File: config.mk
export PLATFORM = sky130hd
export DESIGN_NAME = micro_step_decoder_flat
export DESIGN_NICKNAME = d
export VERILOG_FILES = /design/src/rtl/micro_step_pkg.sv /design/src/rtl/micro_step_decoder_if.sv /design/src/rtl/step_rom.sv /design/src/rtl/micro_step_decoder.sv /design/src/flat_wrapper.sv
export SDC_FILE = /design/constraint.sdc
export NUM_CORES = 1
export LEC_CHECK = 0
export BUFFER_PORTS_ARGS = -buffer_cell sky130_fd_sc_hd__buf_2
export CAP_MARGIN = 25
export CORE_UTILIZATION = 45
export DETAILED_ROUTE_END_ITERATION = 6
export GPL_TIMING_DRIVEN = 0
export PLACE_DENSITY = 0.78
export SYNTH_ARGS = -nofsm -noshare
export SYNTH_HDL_FRONTEND = slang
export SYNTH_SLANG_ARGS = --single-unit
File: constraint.sdc
create_clock -name clk -period 1.6 [get_ports clk]
set_input_delay 0.08 -clock clk [delete_from_list [all_inputs] [get_ports clk]]
set_output_delay 0.08 -clock clk [all_outputs]
set_load 0.05 [all_outputs]
File: src/rtl/micro_step_pkg.sv
// Shared definitions for the micro-step decoder: step codes, control-word
// field layout, register/bus/ALU encodings and the decode table constant.
package micro_step_pkg;

    localparam int CODE_W    = 6;
    localparam int NUM_CODES = 64;
    localparam int WORD_W    = 20;

    typedef logic [CODE_W-1:0] step_code_t;
    typedef logic [WORD_W-1:0] ctrl_word_t;
    typedef logic [NUM_CODES-1:0][WORD_W-1:0] decode_table_t;

    typedef enum logic [1:0] {
        EXEC,
        MEM_WAIT,
        HALT
    } dec_state_t;

    typedef enum logic [2:0] {
        ALU_PASS = 3'd0,
        ALU_ADD  = 3'd1,
        ALU_SUB  = 3'd2,
        ALU_AND  = 3'd3,
        ALU_OR   = 3'd4,
        ALU_XOR  = 3'd5,
        ALU_NOT  = 3'd6,
        ALU_SHL  = 3'd7
    } alu_op_t;

    // Control-word field layout
    localparam int BUS_SEL_LSB = 0;
    localparam int BUS_SEL_W   = 4;
    localparam int LD_EN_LSB   = 4;
    localparam int LD_EN_W     = 8;
    localparam int INC_PC_BIT  = 12;
    localparam int INC_AR_BIT  = 13;
    localparam int ALU_OP_LSB  = 14;
    localparam int ALU_OP_W    = 3;
    localparam int MEM_RD_BIT  = 17;
    localparam int MEM_WR_BIT  = 18;
    localparam int Z_LOAD_BIT  = 19;

    // Step codes
    localparam step_code_t STEP_FETCH1    = 6'd1;
    localparam step_code_t STEP_FETCH2    = 6'd2;
    localparam step_code_t STEP_FETCH3    = 6'd3;
    localparam step_code_t STEP_STORE     = 6'd4;
    localparam step_code_t STEP_LOAD_PC   = 6'd5;
    localparam step_code_t STEP_ALU_FIRST = 6'd36;
    localparam step_code_t STEP_ALU_LAST  = 6'd51;
    localparam step_code_t STEP_NOP       = 6'd56;
    localparam step_code_t STEP_HALT      = 6'd57;

    // Bus sources
    localparam logic [3:0] BUS_PC  = 4'd1;
    localparam logic [3:0] BUS_ACC = 4'd2;
    localparam logic [3:0] BUS_DR  = 4'd4;
    localparam logic [3:0] BUS_TR  = 4'd5;

    // Register indices and their load-enable masks
    localparam int REG_AR  = 0;
    localparam int REG_ACC = 1;
    localparam int REG_IR  = 2;
    localparam int REG_DR  = 3;
    localparam int REG_TR  = 4;
    localparam int REG_PC  = 5;

    localparam logic [7:0] LD_AR  = 8'(1) << REG_AR;
    localparam logic [7:0] LD_ACC = 8'(1) << REG_ACC;
    localparam logic [7:0] LD_IR  = 8'(1) << REG_IR;
    localparam logic [7:0] LD_DR  = 8'(1) << REG_DR;
    localparam logic [7:0] LD_TR  = 8'(1) << REG_TR;
    localparam logic [7:0] LD_PC  = 8'(1) << REG_PC;

    function automatic ctrl_word_t make_word(
        input logic [3:0] bus_sel,
        input logic [7:0] ld_en,
        input logic       inc_pc,
        input logic       inc_ar,
        input alu_op_t    alu_op,
        input logic       mem_rd,
        input logic       mem_wr,
        input logic       z_load
    );
        ctrl_word_t w;
        w = '0;
        w[BUS_SEL_LSB +: BUS_SEL_W] = bus_sel;
        w[LD_EN_LSB +: LD_EN_W]     = ld_en;
        w[INC_PC_BIT]               = inc_pc;
        w[INC_AR_BIT]               = inc_ar;
        w[ALU_OP_LSB +: ALU_OP_W]   = alu_op;
        w[MEM_RD_BIT]               = mem_rd;
        w[MEM_WR_BIT]               = mem_wr;
        w[Z_LOAD_BIT]               = z_load;
        return w;
    endfunction

    // ALU/move block: lower eight target ACC from DR, upper eight target TR
    // from TR; Z is captured whenever a real ALU operation is performed.
    function automatic decode_table_t build_table();
        decode_table_t t;
        int            k;
        alu_op_t       op;
        t = '0;
        t[STEP_FETCH1]  = make_word(BUS_PC, LD_AR, 1'b0, 1'b0, ALU_PASS, 1'b0, 1'b0, 1'b0);
        t[STEP_FETCH2]  = make_word(4'd0, LD_DR, 1'b1, 1'b0, ALU_PASS, 1'b1, 1'b0, 1'b0);
        t[STEP_FETCH3]  = make_word(BUS_DR, LD_IR, 1'b0, 1'b0, ALU_PASS, 1'b0, 1'b0, 1'b0);
        t[STEP_STORE]   = make_word(BUS_ACC, 8'h00, 1'b0, 1'b1, ALU_PASS, 1'b0, 1'b1, 1'b0);
        t[STEP_LOAD_PC] = make_word(BUS_DR, LD_PC, 1'b0, 1'b0, ALU_PASS, 1'b0, 1'b0, 1'b0);
        for (int c = int'(STEP_ALU_FIRST); c <= int'(STEP_ALU_LAST); c++) begin
            k  = c - int'(STEP_ALU_FIRST);
            op = alu_op_t'(k[2:0]);
            t[6'(c)] = make_word(k[3] ? BUS_TR : BUS_DR, k[3] ? LD_TR : LD_ACC,
                                 1'b0, 1'b0, op, 1'b0, 1'b0, (k[2:0] != 3'd0));
        end
        return t;
    endfunction

    // Codes that have a defined meaning; everything else is illegal
    function automatic logic [NUM_CODES-1:0] build_legal();
        logic [NUM_CODES-1:0] m;
        m = '0;
        m[STEP_FETCH1]  = 1'b1;
        m[STEP_FETCH2]  = 1'b1;
        m[STEP_FETCH3]  = 1'b1;
        m[STEP_STORE]   = 1'b1;
        m[STEP_LOAD_PC] = 1'b1;
        for (int c = int'(STEP_ALU_FIRST); c <= int'(STEP_ALU_LAST); c++) begin
            m[6'(c)] = 1'b1;
        end
        m[STEP_NOP]  = 1'b1;
        m[STEP_HALT] = 1'b1;
        return m;
    endfunction

    localparam decode_table_t        DECODE_TABLE = build_table();
    localparam logic [NUM_CODES-1:0] LEGAL_MASK   = build_legal();

endpackage

File: src/rtl/micro_step_decoder_if.sv
// Micro-step interface between the sequencer (master) and the decoder (slave).
// Optional macro STEP_PERF_CNT_EN adds the step_count/stall_count counters.
interface micro_step_decoder_if #(
    parameter int NUM_REGS = 8
);
    import micro_step_pkg::*;

    step_code_t          step_code;
    logic                mem_ack;
    logic                step_ready;
    logic [3:0]          bus_sel;
    logic [NUM_REGS-1:0] ld_en;
    logic                inc_pc;
    logic                inc_ar;
    logic [2:0]          alu_op;
    logic                mem_rd;
    logic                mem_wr;
    logic                z_load;
    logic                halted;
    logic                illegal_step;
    logic                mem_err;
`ifdef STEP_PERF_CNT_EN
    logic [15:0]         step_count;
    logic [15:0]         stall_count;

    modport master (
        output step_code, mem_ack,
        input  step_ready, bus_sel, ld_en, inc_pc, inc_ar, alu_op,
               mem_rd, mem_wr, z_load, halted, illegal_step, mem_err,
               step_count, stall_count
    );

    modport slave (
        input  step_code, mem_ack,
        output step_ready, bus_sel, ld_en, inc_pc, inc_ar, alu_op,
               mem_rd, mem_wr, z_load, halted, illegal_step, mem_err,
               step_count, stall_count
    );
`else
    modport master (
        output step_code, mem_ack,
        input  step_ready, bus_sel, ld_en, inc_pc, inc_ar, alu_op,
               mem_rd, mem_wr, z_load, halted, illegal_step, mem_err
    );

    modport slave (
        input  step_code, mem_ack,
        output step_ready, bus_sel, ld_en, inc_pc, inc_ar, alu_op,
               mem_rd, mem_wr, z_load, halted, illegal_step, mem_err
    );
`endif

endinterface

File: src/rtl/step_rom.sv
// Combinational decode-table lookup with an illegal-code flag.
module step_rom
    import micro_step_pkg::*;
(
    input  step_code_t step_code,
    output ctrl_word_t word,
    output logic       illegal
);

    // Table lookup; undefined codes read back as an all-zero word
    always_comb begin
        word    = DECODE_TABLE[step_code];
        illegal = ~LEGAL_MASK[step_code];
    end

endmodule

File: src/rtl/micro_step_decoder.sv
// Micro-step decoder: expands sequencer codes into a registered datapath
// control word, stalls the sequencer during memory accesses and latches HALT.
// Optional macro STEP_PERF_CNT_EN adds saturating step/stall counters.
module micro_step_decoder
    import micro_step_pkg::*;
#(
    parameter int MEM_TIMEOUT = 15,
    parameter int NUM_REGS    = 8
) (
    input logic                 clk,
    input logic                 rst,
    micro_step_decoder_if.slave step_if
);

    localparam int CNT_W = (MEM_TIMEOUT > 1) ? $clog2(MEM_TIMEOUT) : 1;
    localparam logic [CNT_W-1:0] CNT_LAST = CNT_W'(MEM_TIMEOUT - 1);

    dec_state_t       state;
    ctrl_word_t       word_q;
    ctrl_word_t       rom_word;
    logic             rom_illegal;
    logic             ready_q;
    logic             halted_q;
    logic             illegal_q;
    logic             mem_err_q;
    logic [CNT_W-1:0] wait_cnt;

    step_rom u_rom (
        .step_code (step_if.step_code),
        .word      (rom_word),
        .illegal   (rom_illegal)
    );

    // Control FSM: accept codes in EXEC, hold the word through a memory
    // access until ack or timeout, and park in HALT until reset
    always_ff @(posedge clk) begin
        if (rst) begin
            state     <= EXEC;
            word_q    <= '0;
            ready_q   <= 1'b1;
            halted_q  <= 1'b0;
            illegal_q <= 1'b0;
            mem_err_q <= 1'b0;
            wait_cnt  <= '0;
        end else begin
            illegal_q <= 1'b0;
            mem_err_q <= 1'b0;
            unique case (state)
                EXEC: begin
                    wait_cnt <= '0;
                    if (step_if.step_code == STEP_HALT) begin
                        word_q   <= '0;
                        halted_q <= 1'b1;
                        ready_q  <= 1'b0;
                        state    <= HALT;
                    end else if (rom_illegal) begin
                        word_q    <= '0;
                        illegal_q <= 1'b1;
                    end else begin
                        word_q <= rom_word;
                        if (rom_word[MEM_RD_BIT] || rom_word[MEM_WR_BIT]) begin
                            ready_q <= 1'b0;
                            state   <= MEM_WAIT;
                        end
                    end
                end
                MEM_WAIT: begin
                    if (step_if.mem_ack) begin
                        word_q   <= '0;
                        ready_q  <= 1'b1;
                        wait_cnt <= '0;
                        state    <= EXEC;
                    end else if (wait_cnt == CNT_LAST) begin
                        word_q    <= '0;
                        ready_q   <= 1'b1;
                        mem_err_q <= 1'b1;
                        wait_cnt  <= '0;
                        state     <= EXEC;
                    end else begin
                        wait_cnt <= wait_cnt + 1'b1;
                    end
                end
                HALT: begin
                    word_q   <= '0;
                    ready_q  <= 1'b0;
                    halted_q <= 1'b1;
                end
                default: begin
                    word_q  <= '0;
                    ready_q <= 1'b1;
                    state   <= EXEC;
                end
            endcase
        end
    end

    assign step_if.step_ready   = ready_q;
    assign step_if.bus_sel      = word_q[BUS_SEL_LSB +: BUS_SEL_W];
    assign step_if.ld_en        = NUM_REGS'(word_q[LD_EN_LSB +: LD_EN_W]);
    assign step_if.inc_pc       = word_q[INC_PC_BIT];
    assign step_if.inc_ar       = word_q[INC_AR_BIT];
    assign step_if.alu_op       = word_q[ALU_OP_LSB +: ALU_OP_W];
    assign step_if.mem_rd       = word_q[MEM_RD_BIT];
    assign step_if.mem_wr       = word_q[MEM_WR_BIT];
    assign step_if.z_load       = word_q[Z_LOAD_BIT];
    assign step_if.halted       = halted_q;
    assign step_if.illegal_step = illegal_q;
    assign step_if.mem_err      = mem_err_q;

`ifdef STEP_PERF_CNT_EN
    logic [15:0] step_cnt_q;
    logic [15:0] stall_cnt_q;

    // Saturating counts of accepted codes and of memory stall cycles
    always_ff @(posedge clk) begin
        if (rst) begin
            step_cnt_q  <= '0;
            stall_cnt_q <= '0;
        end else begin
            if (state == EXEC && step_cnt_q != 16'hFFFF) begin
                step_cnt_q <= step_cnt_q + 16'd1;
            end
            if (state == MEM_WAIT && stall_cnt_q != 16'hFFFF) begin
                stall_cnt_q <= stall_cnt_q + 16'd1;
            end
        end
    end

    assign step_if.step_count  = step_cnt_q;
    assign step_if.stall_count = stall_cnt_q;
`endif

endmodule

File: src/flat_wrapper.sv
// flat-port wrapper written by rule: the top's interface ports become plain ports
module micro_step_decoder_flat import micro_step_pkg::*;
#(
    parameter int MEM_TIMEOUT = 15,
    parameter int NUM_REGS    = 8
)
  (clk, rst, step_if_step_code, step_if_mem_ack, step_if_step_ready, step_if_bus_sel, step_if_ld_en, step_if_inc_pc, step_if_inc_ar, step_if_alu_op, step_if_mem_rd, step_if_mem_wr, step_if_z_load, step_if_halted, step_if_illegal_step, step_if_mem_err);
  micro_step_decoder_if #(.NUM_REGS(NUM_REGS)) step_if_i ();
  input logic clk;
  input logic rst;
  input wire logic [$bits(step_if_i.step_code)-1:0] step_if_step_code;
  input wire logic [$bits(step_if_i.mem_ack)-1:0] step_if_mem_ack;
  output wire logic [$bits(step_if_i.step_ready)-1:0] step_if_step_ready;
  output wire logic [$bits(step_if_i.bus_sel)-1:0] step_if_bus_sel;
  output wire logic [$bits(step_if_i.ld_en)-1:0] step_if_ld_en;
  output wire logic [$bits(step_if_i.inc_pc)-1:0] step_if_inc_pc;
  output wire logic [$bits(step_if_i.inc_ar)-1:0] step_if_inc_ar;
  output wire logic [$bits(step_if_i.alu_op)-1:0] step_if_alu_op;
  output wire logic [$bits(step_if_i.mem_rd)-1:0] step_if_mem_rd;
  output wire logic [$bits(step_if_i.mem_wr)-1:0] step_if_mem_wr;
  output wire logic [$bits(step_if_i.z_load)-1:0] step_if_z_load;
  output wire logic [$bits(step_if_i.halted)-1:0] step_if_halted;
  output wire logic [$bits(step_if_i.illegal_step)-1:0] step_if_illegal_step;
  output wire logic [$bits(step_if_i.mem_err)-1:0] step_if_mem_err;
  assign step_if_i.step_code = step_if_step_code;
  assign step_if_i.mem_ack = step_if_mem_ack;
  assign step_if_step_ready = step_if_i.step_ready;
  assign step_if_bus_sel = step_if_i.bus_sel;
  assign step_if_ld_en = step_if_i.ld_en;
  assign step_if_inc_pc = step_if_i.inc_pc;
  assign step_if_inc_ar = step_if_i.inc_ar;
  assign step_if_alu_op = step_if_i.alu_op;
  assign step_if_mem_rd = step_if_i.mem_rd;
  assign step_if_mem_wr = step_if_i.mem_wr;
  assign step_if_z_load = step_if_i.z_load;
  assign step_if_halted = step_if_i.halted;
  assign step_if_illegal_step = step_if_i.illegal_step;
  assign step_if_mem_err = step_if_i.mem_err;
  micro_step_decoder #(.MEM_TIMEOUT(MEM_TIMEOUT), .NUM_REGS(NUM_REGS)) u_core (.clk(clk), .rst(rst), .step_if(step_if_i));
endmodule
==> results_tabular.tex <==
\begin{tabular}{lr}
\hline
Metric & Value \\
\hline
\multicolumn{2}{l}{\textbf{Yosys}} \\
Instance count of the mapped netlist & between 90 and 100 \\
Number of enable flip-flop cells after synthesis & 0 \\
Ys flop type & sky130\_fd\_sc\_hd\_\_dfxtp\_1 \\
Syn. warnings & 0 \\
Distinct cell type count after synthesis & 34 \\
Post-synthesis sequential area ratio & 0.372 \\
Cell area after synthesis & 861 sq um \\
Cell type with the highest aggregate area in the netlist & sky130\_fd\_sc\_hd\_\_dfxtp\_1 \\
Leading cell types by total area after synthesis & sky130\_fd\_sc\_hd\_\_dfxtp\_1 (37\%), sky130\_fd\_sc\_hd\_\_buf\_4 (12\%), sky130\_fd\_sc\_hd\_\_nand3\_1 (7.0\%) \\
Syn\_area\_per\_cell & roughly 8.8 sq um \\
Flops \& latches, synth & 16 \\
Top-area cell type share of the netlist area & 0.372 \\
Fraction of registers with async set/reset & 0 \\
\multicolumn{2}{l}{\textbf{CTS}} \\
Max Buffers Root-to-Sink & 2 \\
Clock sink count & 16 \\
Number of levels in the clock H-tree & 1 \\
Clock slew at the register clock pins of the worst setup and hold paths & 0.10 ns \\
Root buf cell & sky130\_fd\_sc\_hd\_\_clkbuf\_4 \\
Clock buffer count from CTS & 3 \\
Clock tree from TritonCTS & built \\
Setup Fix Bufs, Post-CTS & 0 \\
Source-to-sink clock delay at the later pin of the worst-skew pair & 0.29 ns \\
\multicolumn{2}{l}{\textbf{Cells and area}} \\
Nets & around 140 \\
Share of post-route cells with drive strength above 1 & 0.348 \\
Fin area & approximately 0.0011 sq mm \\
Commonest cells after routing, fill and taps aside & sky130\_fd\_sc\_hd\_\_buf\_2 (23), sky130\_fd\_sc\_hd\_\_dfxtp\_1 (16), sky130\_fd\_sc\_hd\_\_buf\_4 (14), sky130\_fd\_sc\_hd\_\_nand3\_1 (12) \\
\# fillers & $\sim$180 \\
Synthesis-to-layout area growth & 24.3\% \\
Most common cell after layout, fill and taps aside & sky130\_fd\_sc\_hd\_\_buf\_2 \\
Diodes inserted & 0 \\
\multicolumn{2}{l}{\textbf{Detailed routing}} \\
WL per Instance & 11.0 um \\
Starting DRC count in detailed routing & 19 \\
Number of detailed-routing iterations run before antenna repair & 4 \\
Average vias per placed instance & a little over 5 \\
ANT nets after route & 0 \\
DRC errors left & 0 \\
Routed wire length & 1730 um \\
Routed vias & 799 \\
\multicolumn{2}{l}{\textbf{STA}} \\
RSZ-0062 raised after global routing & false \\
Number of max-slew violations in the final report & 0 \\
Highest achievable clock rate & 706 MHz \\
Post-layout worst setup margin & 0.184 ns \\
Share of the cycle needed by the critical path after routing & 0.885 \\
Normalized max-slew margin & 0.639 \\
Final clock skew & 0.00535 ns \\
Setup total negative slack & 0 ns \\
Final count of hold timing violations & 0 \\
Final Critical Period & 1.42 ns \\
Transition at the pin with the smallest max-transition slack & 0.536 ns \\
Final setup violation count & 0 \\
\multicolumn{2}{l}{\textbf{Power and ir drop}} \\
Max rail drop VDD & 497 uV \\
Leakage power summed over all cells & 0.476 nW \\
Power consumption & 0.829 mW \\
Pwr dens & 775 mW/mm\^{}2 \\
\multicolumn{2}{l}{\textbf{Setup path}} \\
Maximum fanout along the worst path & 10 \\
Data arrival time of the critical path & 1.64 ns \\
Nature of the critical path startpoint & register \\
Category of the most critical setup path & reg -> reg \\
Data required time of the worst path & 1.82 ns \\
Worst Setup End Kind & register \\
\multicolumn{2}{l}{\textbf{Place}} \\
Port buffer count & 22 \\
Placed standard-cell area & 0.00103 sq mm \\
RD Place Congestion & 0.777 \\
HPWL after DPL & $\sim$1300 um \\
Place WS & 0.0798 ns \\
\multicolumn{2}{l}{\textbf{GRT}} \\
Number of global-route vias before repair & 646 \\
Pin count of the biggest net entering global routing & 11 \\
Overflow left after global routing & 0 \\
First-pass GRT wire length & 2690 um \\
Global routing usage summed across all routing layers & 0.180 \\
Number of antenna violations at the first check in global routing & 0 \\
\multicolumn{2}{l}{\textbf{Run status}} \\
Status & finished, final reports clean \\
\multicolumn{2}{l}{\textbf{Die}} \\
Width of the die & 45.7 um \\
Core ar. & 0.00176 sq mm \\
I/O pin total & 33 \\
Placement Rows & 15 \\
Floorplan die area & 0.00209 sq mm \\
Die span in y & 45.7 um \\
Initial core utilization & 0.488 \\
\multicolumn{2}{l}{\textbf{Run}} \\
MaxCap Viol Count & 0 \\
\multicolumn{2}{l}{\textbf{Hold path}} \\
Worst hold path type & in -> reg \\
\hline
\end{tabular}
## sequential cells by signal (all words and copies together), names as in the netlist
name,count
u_core.step_if.mem_err,1
u_core.step_if.illegal_step,1
u_core.wait_cnt,4
u_core.state,2
u_core.step_if.halted,1
u_core.word_q,6
u_core.step_if.step_ready,1
## synth_stat cells (2+ instances only)
cell type                  number
sky130_fd_sc_hd__a21oi_1        9
sky130_fd_sc_hd__nand4_1        3
sky130_fd_sc_hd__inv_1          4
sky130_fd_sc_hd__nand3b_1       2
sky130_fd_sc_hd__a32oi_1        2
sky130_fd_sc_hd__clkbuf_1       3
sky130_fd_sc_hd__buf_4         14
sky130_fd_sc_hd__nor3_1         3
sky130_fd_sc_hd__dfxtp_1       16
sky130_fd_sc_hd__ha_1           2
sky130_fd_sc_hd__nand3_1       12
sky130_fd_sc_hd__nand2_1        2
sky130_fd_sc_hd__nor2b_1        2
sky130_fd_sc_hd__nor2_1         4
## critical path, stage by stage, from the launching register on
cell and delay [ns]:
sky130_fd_sc_hd__dfxtp_1 0.41, sky130_fd_sc_hd__inv_1 0.08, sky130_fd_sc_hd__ha_1 0.19, sky130_fd_sc_hd__nand3_1 0.16, sky130_fd_sc_hd__clkbuf_2 0.26, sky130_fd_sc_hd__nand3_1 0.10
sky130_fd_sc_hd__a21oi_1 0.15
## layer usage
layer  routed length [um]  global-route usage
met3                  101              0.0714
met1                  760               0.221
met4                   10              0.0529
met5                    0                   0
met2                  852               0.291
## what timing repair did
action                                  CTS  global route
resized for setup                         0             2
hold buffers                              0             0
endpoints found under the setup margin    0             8
## power by group
group / internal, mW / total, mW / switching, mW
combinational: 0.0415 / 0.147 / 0.105
clock: 0.139 / 0.275 / 0.136
sequential: 0.404 / 0.408 / 0.00335
## final timing paths
path	start	to	slack, ns	depth (start not counted)
setup / recovery	u_core.wait_cnt[0]	u_core.word_q[13]	0.18	6
hold reg to reg	u_core.word_q[6]	u_core.word_q[6]	0.47	2
setup reg to reg	u_core.wait_cnt[0]	u_core.word_q[13]	0.18	6
hold / removal	step_if_step_code[0]	u_core.word_q[6]	0.09	3
## kinds of logic after synthesis
family | share of synthesized area
DFF | 0.372
xor gates and xnor gates | 0.0102
buffers and inverters | 0.171
other | 0.00436
AOI/OAI and AO/OA | 0.167
and+or+nand+nor | 0.246
adders and majority gates | 0.0291
## per-stage QoR
stage | cells | hold slack [ns] | util
after floorplan | 106 | 0.228 | -
after detailed placement | 153 | 0.406 | 0.585
after global placement | 153 | 0.403 | 0.585
final | 157 | 0.0936 | 0.606
after global routing | 157 | 0.0977 | 0.606
after CTS | 157 | 0.0908 | 0.606
## cell type report
cell class	count	area [sq um]	share of cell area
sequential	16	320	0.299
timing repair buffer	22	110	0.103
clock buffer	4	36.3	0.0339
buffer	19	134	0.125
multi-input combinational	67	423	0.395
tap	25	31.3	0.0292
inverter	4	15.0	0.0140
Note: power is estimated with default switching activity, not from simulation.
